[src/rtl/mem_access_ctrl.sv]
// mem_access_ctrl: load/store front end for a 1024x32 single-port data RAM.
// Takes byte, half and word requests on a byte-addressed CPU port and checks
// their alignment. It drives the RAM's word-addressed port, doing sub-word
// stores as a read-modify-write. Loads are returned zero- or sign-extended.
//
// Handshake: a request is accepted on a rising edge where req_valid=1 and
// req_ready=1. req_ready is high only in IDLE. The response is a single-cycle
// rsp_valid pulse, which is never back-pressured. rsp_err and rsp_rdata are
// meaningful only while rsp_valid is high.
//
// Optional feature: define MEM_ACCESS_CNT_EN to add the saturating acc_cnt
// and err_cnt response counters.
module mem_access_ctrl #(
    parameter int ADDR_W = 12
) (
    input  logic              clk,
    input  logic              rst_n,
    input  logic              req_valid,
    output logic              req_ready,
    input  logic              req_we,
    input  logic [1:0]        req_size,
    input  logic              req_signed,
    input  logic [ADDR_W-1:0] req_addr,
    input  logic [31:0]       req_wdata,
    output logic              rsp_valid,
    output logic [31:0]       rsp_rdata,
    output logic              rsp_err,
    output logic              ram_we,
    output logic [ADDR_W-3:0] ram_addr,
    output logic [31:0]       ram_din,
    input  logic [31:0]       ram_dout,
    output logic [2:0]        dbg_state
`ifdef MEM_ACCESS_CNT_EN
    ,
    output logic [15:0]       acc_cnt,
    output logic [15:0]       err_cnt
`endif
);

    typedef enum logic [2:0] {
        IDLE    = 3'd0,
        READ    = 3'd1,
        CAPTURE = 3'd2,
        WRITE   = 3'd3,
        RESP    = 3'd4
    } state_t;

    state_t            state;
    logic              l_we;
    logic [1:0]        l_size;
    logic              l_signed;
    logic [ADDR_W-1:0] l_addr;
    logic [31:0]       l_wdata;
    logic [31:0]       wr_word;
    logic              misalign;

    // Extract the addressed lane from a RAM word and extend it to 32 bits.
    function automatic logic [31:0] load_extend(input logic [31:0] d,
                                                input logic [1:0]  size,
                                                input logic [1:0]  off,
                                                input logic        sgn);
        logic [7:0]  b;
        logic [15:0] h;
        logic [31:0] r;
        case (off)
            2'd0:    b = d[7:0];
            2'd1:    b = d[15:8];
            2'd2:    b = d[23:16];
            default: b = d[31:24];
        endcase
        h = off[1] ? d[31:16] : d[15:0];
        case (size)
            2'b00:   r = {{24{sgn & b[7]}}, b};
            2'b01:   r = {{16{sgn & h[15]}}, h};
            default: r = d;
        endcase
        return r;
    endfunction

    // Overwrite only the addressed lane(s) of the old word with store data.
    function automatic logic [31:0] store_merge(input logic [31:0] d,
                                                input logic [31:0] w,
                                                input logic [1:0]  size,
                                                input logic [1:0]  off);
        logic [31:0] r;
        r = d;
        case (size)
            2'b00: begin
                case (off)
                    2'd0:    r[7:0]   = w[7:0];
                    2'd1:    r[15:8]  = w[7:0];
                    2'd2:    r[23:16] = w[7:0];
                    default: r[31:24] = w[7:0];
                endcase
            end
            2'b01: begin
                if (off[1]) r[31:16] = w[15:0];
                else        r[15:0]  = w[15:0];
            end
            default: r = w;
        endcase
        return r;
    endfunction

    // Flag illegal size or an address that is not aligned to the access size.
    always_comb begin
        misalign = 1'b0;
        case (req_size)
            2'b01:   misalign = req_addr[0];
            2'b10:   misalign = |req_addr[1:0];
            2'b11:   misalign = 1'b1;
            default: misalign = 1'b0;
        endcase
    end

    // RAM port and handshake are decoded from the state register. This lets
    // ram_we drop the moment reset is asserted.
    always_comb begin
        req_ready = (state == IDLE);
        rsp_valid = (state == RESP);
        ram_we    = (state == WRITE);
        ram_addr  = l_addr[ADDR_W-1:2];
        ram_din   = (state == WRITE) ? wr_word : 32'd0;
        dbg_state = state;
    end

    // Main sequencer: accept, optional read, merge/extend, optional write, respond.
    always_ff @(posedge clk or negedge rst_n) begin
        if (!rst_n) begin
            state     <= IDLE;
            l_we      <= 1'b0;
            l_size    <= 2'b00;
            l_signed  <= 1'b0;
            l_addr    <= '0;
            l_wdata   <= 32'd0;
            wr_word   <= 32'd0;
            rsp_rdata <= 32'd0;
            rsp_err   <= 1'b0;
        end else begin
            case (state)
                IDLE: begin
                    if (req_valid) begin
                        l_we     <= req_we;
                        l_size   <= req_size;
                        l_signed <= req_signed;
                        l_addr   <= req_addr;
                        l_wdata  <= req_wdata;
                        if (misalign) begin
                            rsp_err   <= 1'b1;
                            rsp_rdata <= 32'd0;
                            state     <= RESP;
                        end else if (req_we && req_size == 2'b10) begin
                            wr_word <= req_wdata;
                            state   <= WRITE;
                        end else begin
                            state <= READ;
                        end
                    end
                end
                READ: state <= CAPTURE;
                CAPTURE: begin
                    if (l_we) begin
                        wr_word <= store_merge(ram_dout, l_wdata, l_size, l_addr[1:0]);
                        state   <= WRITE;
                    end else begin
                        rsp_rdata <= load_extend(ram_dout, l_size, l_addr[1:0], l_signed);
                        rsp_err   <= 1'b0;
                        state     <= RESP;
                    end
                end
                WRITE: begin
                    rsp_rdata <= 32'd0;
                    rsp_err   <= 1'b0;
                    state     <= RESP;
                end
                RESP: begin
                    rsp_rdata <= 32'd0;
                    rsp_err   <= 1'b0;
                    state     <= IDLE;
                end
                default: state <= IDLE;
            endcase
        end
    end

`ifdef MEM_ACCESS_CNT_EN
    // Saturating counters of good and failed responses, one count per RESP cycle.
    always_ff @(posedge clk or negedge rst_n) begin
        if (!rst_n) begin
            acc_cnt <= 16'd0;
            err_cnt <= 16'd0;
        end else if (state == RESP) begin
            if (rsp_err) begin
                if (err_cnt != 16'hFFFF) err_cnt <= err_cnt + 16'd1;
            end else begin
                if (acc_cnt != 16'hFFFF) acc_cnt <= acc_cnt + 16'd1;
            end
        end
    end
`endif

endmodule

[config.mk]
export PLATFORM = sky130hd
export DESIGN_NAME = mem_access_ctrl
export DESIGN_NICKNAME = d
export VERILOG_FILES = /design/src/rtl/mem_access_ctrl.sv
export SDC_FILE = /design/constraint.sdc
export NUM_CORES = 1
export LEC_CHECK = 0
export ABC_CLOCK_PERIOD_IN_PS = 3450
export CAP_MARGIN = 20
export CORE_MARGIN = 2
export CORE_UTILIZATION = 49
export CTS_CLUSTER_SIZE = 10
export DETAILED_ROUTE_END_ITERATION = 6
export GPL_TIMING_DRIVEN = 0
export PLACE_DENSITY = 0.79
export REMOVE_ABC_BUFFERS = 1
export SYNTH_ARGS = -nofsm -noshare
export SYNTH_HDL_FRONTEND = slang
export SYNTH_SLANG_ARGS = --single-unit
[constraint.sdc]
create_clock -name clk -period 3.45 [get_ports clk]
set_input_delay 0.69 -clock clk [delete_from_list [all_inputs] [get_ports clk]]
set_output_delay 0.69 -clock clk [all_outputs]
set_load 0.005 [all_outputs]
# [After elaboration in Yosys (flattened, before gate mapping)]
# Cells that the tools add are included.
[word_totals] reg_bits=116 inputBits=83 elab_cells=71
[classes] n_mux=32 n_reduce_logical=12 n_eq_ne=16 n_bitwise=2
[op_table] cell="2-to-1 mux 32 bit" count=8
[op_table] cell="one-hot mux 32 bit (2 select lines)" count=3
[op_table] cell="one-hot mux 32 bit (3 select lines)" count=1
[op_table] cell="2-to-1 mux 16 bit" count=3
[op_table] cell="2-to-1 mux 8 bit" count=6
[op_table] cell="one-hot mux 8 bit (3 select lines)" count=1
[op_table] cell="one-hot mux 3 bit (4 select lines)" count=1
[op_table] cell="2-to-1 mux 3 bit" count=3
[op_table] cell="inequality test 2 bit (second input constant)" count=4
[op_table] cell="== test 2 x 1 -> 1 bit (second input constant)" count=3
[op_table] cell="== test 2 bit (second input constant)" count=3
[op_table] cell="== test 3 x 2 -> 1 bit (second input constant)" count=2
[op_table] cell="one-hot mux 1 bit (3 select lines)" count=2
[op_table] cell="AND reduction 5 bit" count=1
[op_table] cell="logical NOT 2 bit" count=2
[op_table] cell="inequality test 2 x 1 -> 1 bit (second input constant)" count=2
[op_table] cell="AND reduction 4 bit" count=1
[op_table] cell="OR reduction 2 bit" count=2
[op_table] cell="== test 3 x 1 -> 1 bit (second input constant)" count=1
[op_table] cell="== test 3 bit (second input constant)" count=1
[op_table] cell="logical NOT 3 bit" count=1
[op_table] cell="2-to-1 mux 1 bit" count=3
[op_table] cell="nonzero test 3 bit" count=1
[op_table] cell="OR reduction 3 bit" count=1
[op_table] cell="5 further kinds" count=6

# [Depth between registers and ports, before layout]
# Gate-level depths: netlist (run 1).
[depth] depth_word=8 mapped_depth=8 depth_no_buf=4

# [Least setup slack after synthesis (run 1)]
# Ideal clock, no wire load.
[synth_path] path_type="register to output" start="register state[1] (netlist: dbg_state[1])" end="output ram_din[23]" arrival_time_ns=1.372 path_stages_with_launch=5 path_slack_ns=1.388 required_ns=2.760 path_cell_list="dfrtp_1 -> buf_2 -> nor2b_1 -> clkbuf_1 -> and3_1"
[synth_via] elab_chain_len=2
[synth_lines] element="start: declaration" line_no="48" rtl="state_t state;"
[synth_lines] element="start signal: assignment" line_no="130" rtl="state <= IDLE;"
[synth_lines] element="start signal: assignment" line_no="151" rtl="state <= RESP;"
[synth_lines] element="start signal: assignment" line_no="154" rtl="state <= WRITE;"
[synth_lines] element="== test 3 x 2 -> 1 bit" line_no="123" rtl="ram_din = (state == WRITE) ? wr_word : 32'd0;"
[synth_lines] element="2-to-1 mux 32 bit" line_no="123"
[synth_lines] element="end: declaration" line_no="30" rtl="output logic [31:0] ram_din,"
# Every way passes these cells.

# [Worst setup path after layout (run 1)]
[layout_path] start="register state[1] (netlist: dbg_state[1])" end="output ram_din[3]"
# The elaborated chain is that of the path after synthesis.

==> results.md, run 1 <==
* Outcome: complete, no violations
* Root buffer cell: clkbuf_16
* Total CTS buffers at 17
* DRT iter0 DRCs at 746
* Dominant synthesized flop cell: dfrtp_1
* Max Root-Sink Buffers at 2
* Post-CTS setup buffer count at 0
* CP Max Fanout at 25
* Worst slew pin tran at 1.03 ns
* Worst slack, placed at 0.200 ns
* Cells after Synth at 655
* I/O pins at 164
* EDFF count, synth at 0
* Final core occ at 0.673
* Die height at 121 um
* Total GRT Usage at 0.297
* Final Hold Viols at 0
* Width of the die at 121 um
* Multi-input logic area at 0.00337 sq mm
* Row count at 42
* CTS tree: built
* Worst setup EP type: output pin
* Total wire length at 20900 um
* Post-DRT Antenna Nets at 0
* Endpoints failing setup at 0
* WL met1 at 8480 um
* Total Power at 8.11 mW
* Core area at 0.0133 sq mm
* Final Critical Period at 3.19 ns
* Routed vias at 6119
* Met3 wire len at 2010 um
* Clk_lat worst skew at 0.42 ns
* RSZ-0062 raised after global routing: no
* FF/Latch Area at 0.00291 sq mm
* Commonest cells in the netlist: dfrtp_1 (116), and3_1 (39), o21ai_0 (38), a21oi_1 (37), mux2_2 (37)
* Distinct cells, synth at 60
* Maximum vdd drop at 0.467 mV
* Grt ovf at 0
* Layout cell share with drive strength beyond 1 at 0.132
* Initial antenna violation count at 0
* Fin. max-slew vios at 0
* First-pass GRT wire length at 33500 um
* Largest net degree at the start of global routing at 66
* Setup WS post-layout at 0.260 ns
* H-tree depth at 4
* DP HPWL at 14400 um
* LEAKAGE at 3.71 nW
* Post-DP Area at 0.00836 sq mm
* Final instance area at 0.00895 sq mm
* Clock Sink Count at 116
* IO buf count at 163
* Max Cap Viol at 0
* Vias in the first global route at 6125
* Post-synthesis sequential area ratio at 0.434
* DR top layer: met4
* Post-CTS Hold Fix Bufs at 0
* Placed insts at 928
* Clk_skew at 0.00858 ns
* PwrDens at 906 mW/mm^2
* Synth area leader: dfrtp_1
* Antenna fix cells at 0
* Nets at 858
* Setup CP Type: reg -> out
* Fmax at 313 MHz
* Yosys Warn Count at 0
* Area Growth Syn to Fin at 33.9%
* Wirelength per Cell at 21.8 um
* Fillers at 998
* Synth area leaders: dfrtp_1 (43%), mux2_2 (6.2%), and3_1 (3.6%)
* Minimum hold slack at 0.222 ns
* Metal2 WL at 9870 um
* Required time worst endpoint at 2.76 ns
* Post-cts gate resize count at 0
* GP Congestion at 0.920
* Critical Path AT at 2.50 ns
* Synth Cell Area at 0.00669 sq mm
* Vias per cell at 6.37
* Syn avg cell area at 10.2 sq um
* Die area at 0.0146 sq mm
* DR pass1 iterations at 5
* Initial Utilization at 0.503
* Count leader, synth: dfrtp_1
* Flops & latches, synth at 116
* Async SR Flop Fraction at 1.00
* Rel. slew slack at 0.312
* Post-route insts no fill at 961
* Yosys top cell area share at 0.434
* Worst setup SP type: flop
* Worst-path clk slew at 0.05 ns
* Setup TNS at 0 ns
* Drt drc at 0
* Crit share post-route at 0.925
* Hold Path Class: in -> async
-- flip-flops by register name, summed over array words and instances, names as in the netlist --
signal / count
dbg_state: 3
l_addr: 12
l_signed: 1
l_size: 2
l_wdata: 32
l_we: 1
rsp_err: 1
rsp_rdata: 32
wr_word: 32
-- layout make-up --
class                      count  area share
timing repair buffer         176       0.213
sequential                   116       0.324
clock buffer                  24      0.0538
clock inverter                 5     0.00587
tap                          176      0.0246
multi-input combinational    459       0.376
inverter                       5     0.00210
-- cell families after synthesis --
| logic type | share of synthesized area |
|---|---|
| flops | 0.434 |
| simple gates | 0.153 |
| buf+inv | 0.0630 |
| compound gates | 0.237 |
| mux | 0.114 |
-- where the power goes --
part	internal [mW]	switching [mW]	total, mW
combinational	1.91	1.99	3.90
clock	1.03	0.596	1.62
sequential	1.98	0.601	2.58
-- final timing paths --
kind                              startpoint       endpoint  slack (ns)  cells after the start
worst max-delay path            dbg_state[1]     ram_din[3]        0.26                      4
worst min-delay path                   rst_n  rsp_rdata[13]        0.22                      1
worst max register to register  dbg_state[0]     wr_word[3]        0.59                      6
worst min register to register  rsp_rdata[7]   rsp_rdata[7]        0.48                      1
max in group asynchronous              rst_n   dbg_state[2]        2.52                      2
min in group clk                rsp_rdata[7]   rsp_rdata[7]        0.48                      1
-- cell usage in the layout (no fill, tap or decap), types with 9 or more instances in the layout --
master           count
nand2_1             30
nor2b_1             22
and3_1              39
mux2_2              37
o211ai_1             9
mux2_1               9
clkbuf_16           17
nor2_1              28
nor3_1              19
clkdlybuf4s50_1    162
a21oi_1             37
dfrtp_1            114
a22o_1              24
a221o_1             14
a221o_2             10
o21ai_0             38
mux2i_1             22
-- routing by layer --
metal,vias up,GRT usage
li1,2706,-
met1,3016,0.401
met2,352,0.457
met3,45,0.0741
met4,0,0.120
met5,-,0
-- critical path, cell delays in order, from the launching register on --
cell and delay, ns:
dfrtp_1 0.59, nor2b_2 0.56, buf_16 0.21, and3_1 0.21, clkdlybuf4s50_1 0.51
(Power assumes the default switching activity.)
==> run 2: changes to the inputs <==
- TNS_END_PERCENT: default -> 10
==> results of run 2 <==
No change in the layout: final DEF, timing and power equal those of run 1.
==> run 3: changes to the inputs <==
--- a/config.mk
+++ b/config.mk
@@ -13,5 +13,5 @@
 export DETAILED_ROUTE_END_ITERATION = 6
 export GPL_TIMING_DRIVEN = 0
-export PLACE_DENSITY = 0.79
+export PLACE_DENSITY = 0.88
 export REMOVE_ABC_BUFFERS = 1
 export SYNTH_ARGS = -nofsm -noshare
==> constraint.sdc (replaced) <==
create_clock -name clk -period 3.45 [get_ports clk]
set_input_delay 0.69 -clock clk [delete_from_list [all_inputs] [get_ports clk]]
set_output_delay 0.69 -clock clk [all_outputs]
set_load 0.05 [all_outputs]
==> results.md, run 3 (synthesis gave the netlist of run 1 again) <==
* PwrDens at 1020 mW/mm^2 (+13%)
* H-tree depth at 4 (unchanged)
* Setup WS post-layout at 0.0873 ns (-0.173 ns)
* Vias in the first global route at 6192 (+1.1%)
* Setup CP Type: reg -> out
* Final instance area at 0.00900 sq mm (+0.56%)
* Commonest non-fill, non-tap cell in the layout: clkdlybuf4s50_1
* Worst-path clk slew at 0.05 ns (about the same)
* Worst slew pin tran at 1.37 ns (+0.335 ns)
* R2R depth at 4 (-2)
* IO buf count at 163 (unchanged)
* GP Congestion at 0.915 (-0.62%)
* Fmax at 297 MHz (-5.1%)
* Required time worst endpoint at 2.76 ns (about the same)
* DRT iter0 DRCs at 633 (-15%)
* Switching share of power at 0.439 (+0.0457)
* Net Sw Power at 4.04 mW (+27%)
* CTS tree: built
* Nets at 855 (-0.35%)
* Logic pwr share at 0.494 (+0.013)
* Worst setup SP type: flop
* Post-DP Area at 0.00829 sq mm (-0.87%)
* Core area at 0.0133 sq mm (unchanged)
* Placed insts at 926 (-0.22%)
* Total wire length at 21200 um (+1.1%)
* Clock network power share at 0.214 (+0.014)
* Wirelength per Cell at 22.0 um (+1.1%)
* Final core occ at 0.677 (+0.00377)
* Crit share post-route at 0.975 (+0.0501)
* Initial antenna violation count at 0 (unchanged)
* Max Cap Viol at 0 (unchanged)
* Antenna fix cells at 0 (unchanged)
* Die area at 0.0146 sq mm (unchanged)
* Vias per cell at 6.43 (+0.93%)
* RSZ-0062 raised after global routing: no
* Sequential power share at 0.292 (-0.026)
* Total Power at 9.20 mW (+13%)
* Post-CTS setup buffer count at 0 (unchanged)
* Width of the die at 121 um (unchanged)
* Post-route insts no fill at 961 (unchanged)
* Internal power at 5.16 mW (+4.9%)
* Root buffer cell: clkbuf_16
* Maximum vdd drop at 0.596 mV (+28%)
* Critical Path AT at 2.67 ns (+0.17 ns)
* Clk_skew at 0.0105 ns (+0.00191 ns)
* Row count at 42 (unchanged)
* Hold Path Class: in -> async
* I/O pins at 164 (unchanged)
* Final Critical Period at 3.36 ns (+0.173 ns)
* Die height at 121 um (unchanged)
* Top flop regs: l_wdata (32), rsp_rdata (32), wr_word (32)
* Max Root-Sink Buffers at 2 (unchanged)
* Routed vias at 6176 (+0.93%)
* Post-DRT Antenna Nets at 0 (unchanged)
* Total GRT Usage at 0.295 (-0.00196)
* DP HPWL at 14100 um (-1.9%)
* Clk_lat worst skew at 0.41 ns (about the same)
* Drt drc at 0 (unchanged)
* Outcome: complete, no violations
* Fin. max-slew vios at 0 (unchanged)
* Worst setup EP type: output pin
* First-pass GRT wire length at 33300 um (-0.62%)
* Area Growth Syn to Fin at 34.6%
* Initial Utilization at 0.503 (unchanged)
* Largest net degree at the start of global routing at 75 (+14%)
* Worst slack, placed at 0.136 ns (-0.0640 ns)
* Layout cell share with drive strength beyond 1 at 0.139 (+0.00637)
* Total CTS buffers at 17 (unchanged)
* Clock Sink Count at 116 (unchanged)
* LEAKAGE at 3.76 nW (+1.3%)
* Rel. slew slack at 0.0897 (-0.222)
* DR pass1 iterations at 6 (+1)
* Final Hold Viols at 0 (unchanged)
* Most frequent cells in the layout: clkdlybuf4s50_1 (161), dfrtp_1 (113), and3_1 (39), o21ai_0 (38)
* Grt ovf at 0 (unchanged)
* Endpoints failing setup at 0 (unchanged)
* CP Max Fanout at 22 (-12%)
-- run 3: cell count changes in the layout (fill, tap and decap cells not counted) --
| cell | change |
|---|---|
| buf_12 | -1 |
| nor2b_2 | -1 |
| dfrtp_1 | -1 |
| buf_16 | -3 |
| dfrtp_2 | +1 |
| clkinv_1 | -1 |
| bufinv_16 | +4 |
| clkinv_2 | +2 |
| clkbuf_1 | -3 |
| buf_8 | +1 |
| clkdlybuf4s50_1 | -1 |
| dlymetal6s2s_1 | +1 |
| clkbuf_8 | +1 |
| nor2b_4 | +1 |
-- run 3: final timing paths --
kind                         startpoint             to  slack, ns
hold reg to reg            rsp_rdata[7]   rsp_rdata[7]       0.49
hold / removal                    rst_n  rsp_rdata[12]       0.20
setup / recovery           dbg_state[1]     ram_din[2]       0.09
setup reg to reg              l_size[1]     wr_word[0]       0.37
max in group asynchronous         rst_n      l_size[1]       2.52
min in group clk           rsp_rdata[7]   rsp_rdata[7]       0.49
-- run 3: timing repair --
item                       CTS  global route
pin swaps                    0             0
setup endpoints to repair   29             4
resized for setup            2             2
hold buffers                 0             0
-- run 3: critical path, cell delays in order, from the launching register on --
cell	delay [ns]
dfrtp_1	0.57
nor2b_4	0.48
buf_8	0.22
and3_1	0.19
clkdlybuf4s50_1	0.80
-- run 3: through the flow --
stage | TNS, ns | hold slack (ns)
6_report | 0 | 0.203
5_1_grt | 0 | 0.226
4_1_cts | 0 | 0.208
3_5_place_dp | 0 | 0.469
3_3_place_gp | -338.07 | 0.469
2_1_floorplan | 0 | 0.394
-- run 3: power groups by stage --
stage	clock network (mW)	registers [mW]	logic [mW]
after global routing	2.04	2.77	4.81
final	1.97	2.69	4.54
after floorplan	0	3.20	2.27
after global placement	0	2.72	4.06
after CTS	1.98	2.66	4.44
after detailed placement	0	2.66	4.39
-- run 3: metal layers --
metal  wire length (um)  GRT usage  share of wire  vias up
met5                  0          0              0        -
met4                653      0.140          0.031        0
met3               2220     0.0731           0.10       69
met2               9860      0.457           0.47      404
met1               8430      0.387           0.40     2999
li1                   -          -              -     2704
-- run 3: final cells by class --
type                    instances  area (sq um)
well taps                     176           220
clock inverters                10           175
inverters                       5          22.5
multi-input cells             459          3370
clock buffers                  22           484
fillers                       967          4290
repair buffers                173          1820
flip-flops and latches        116          2910
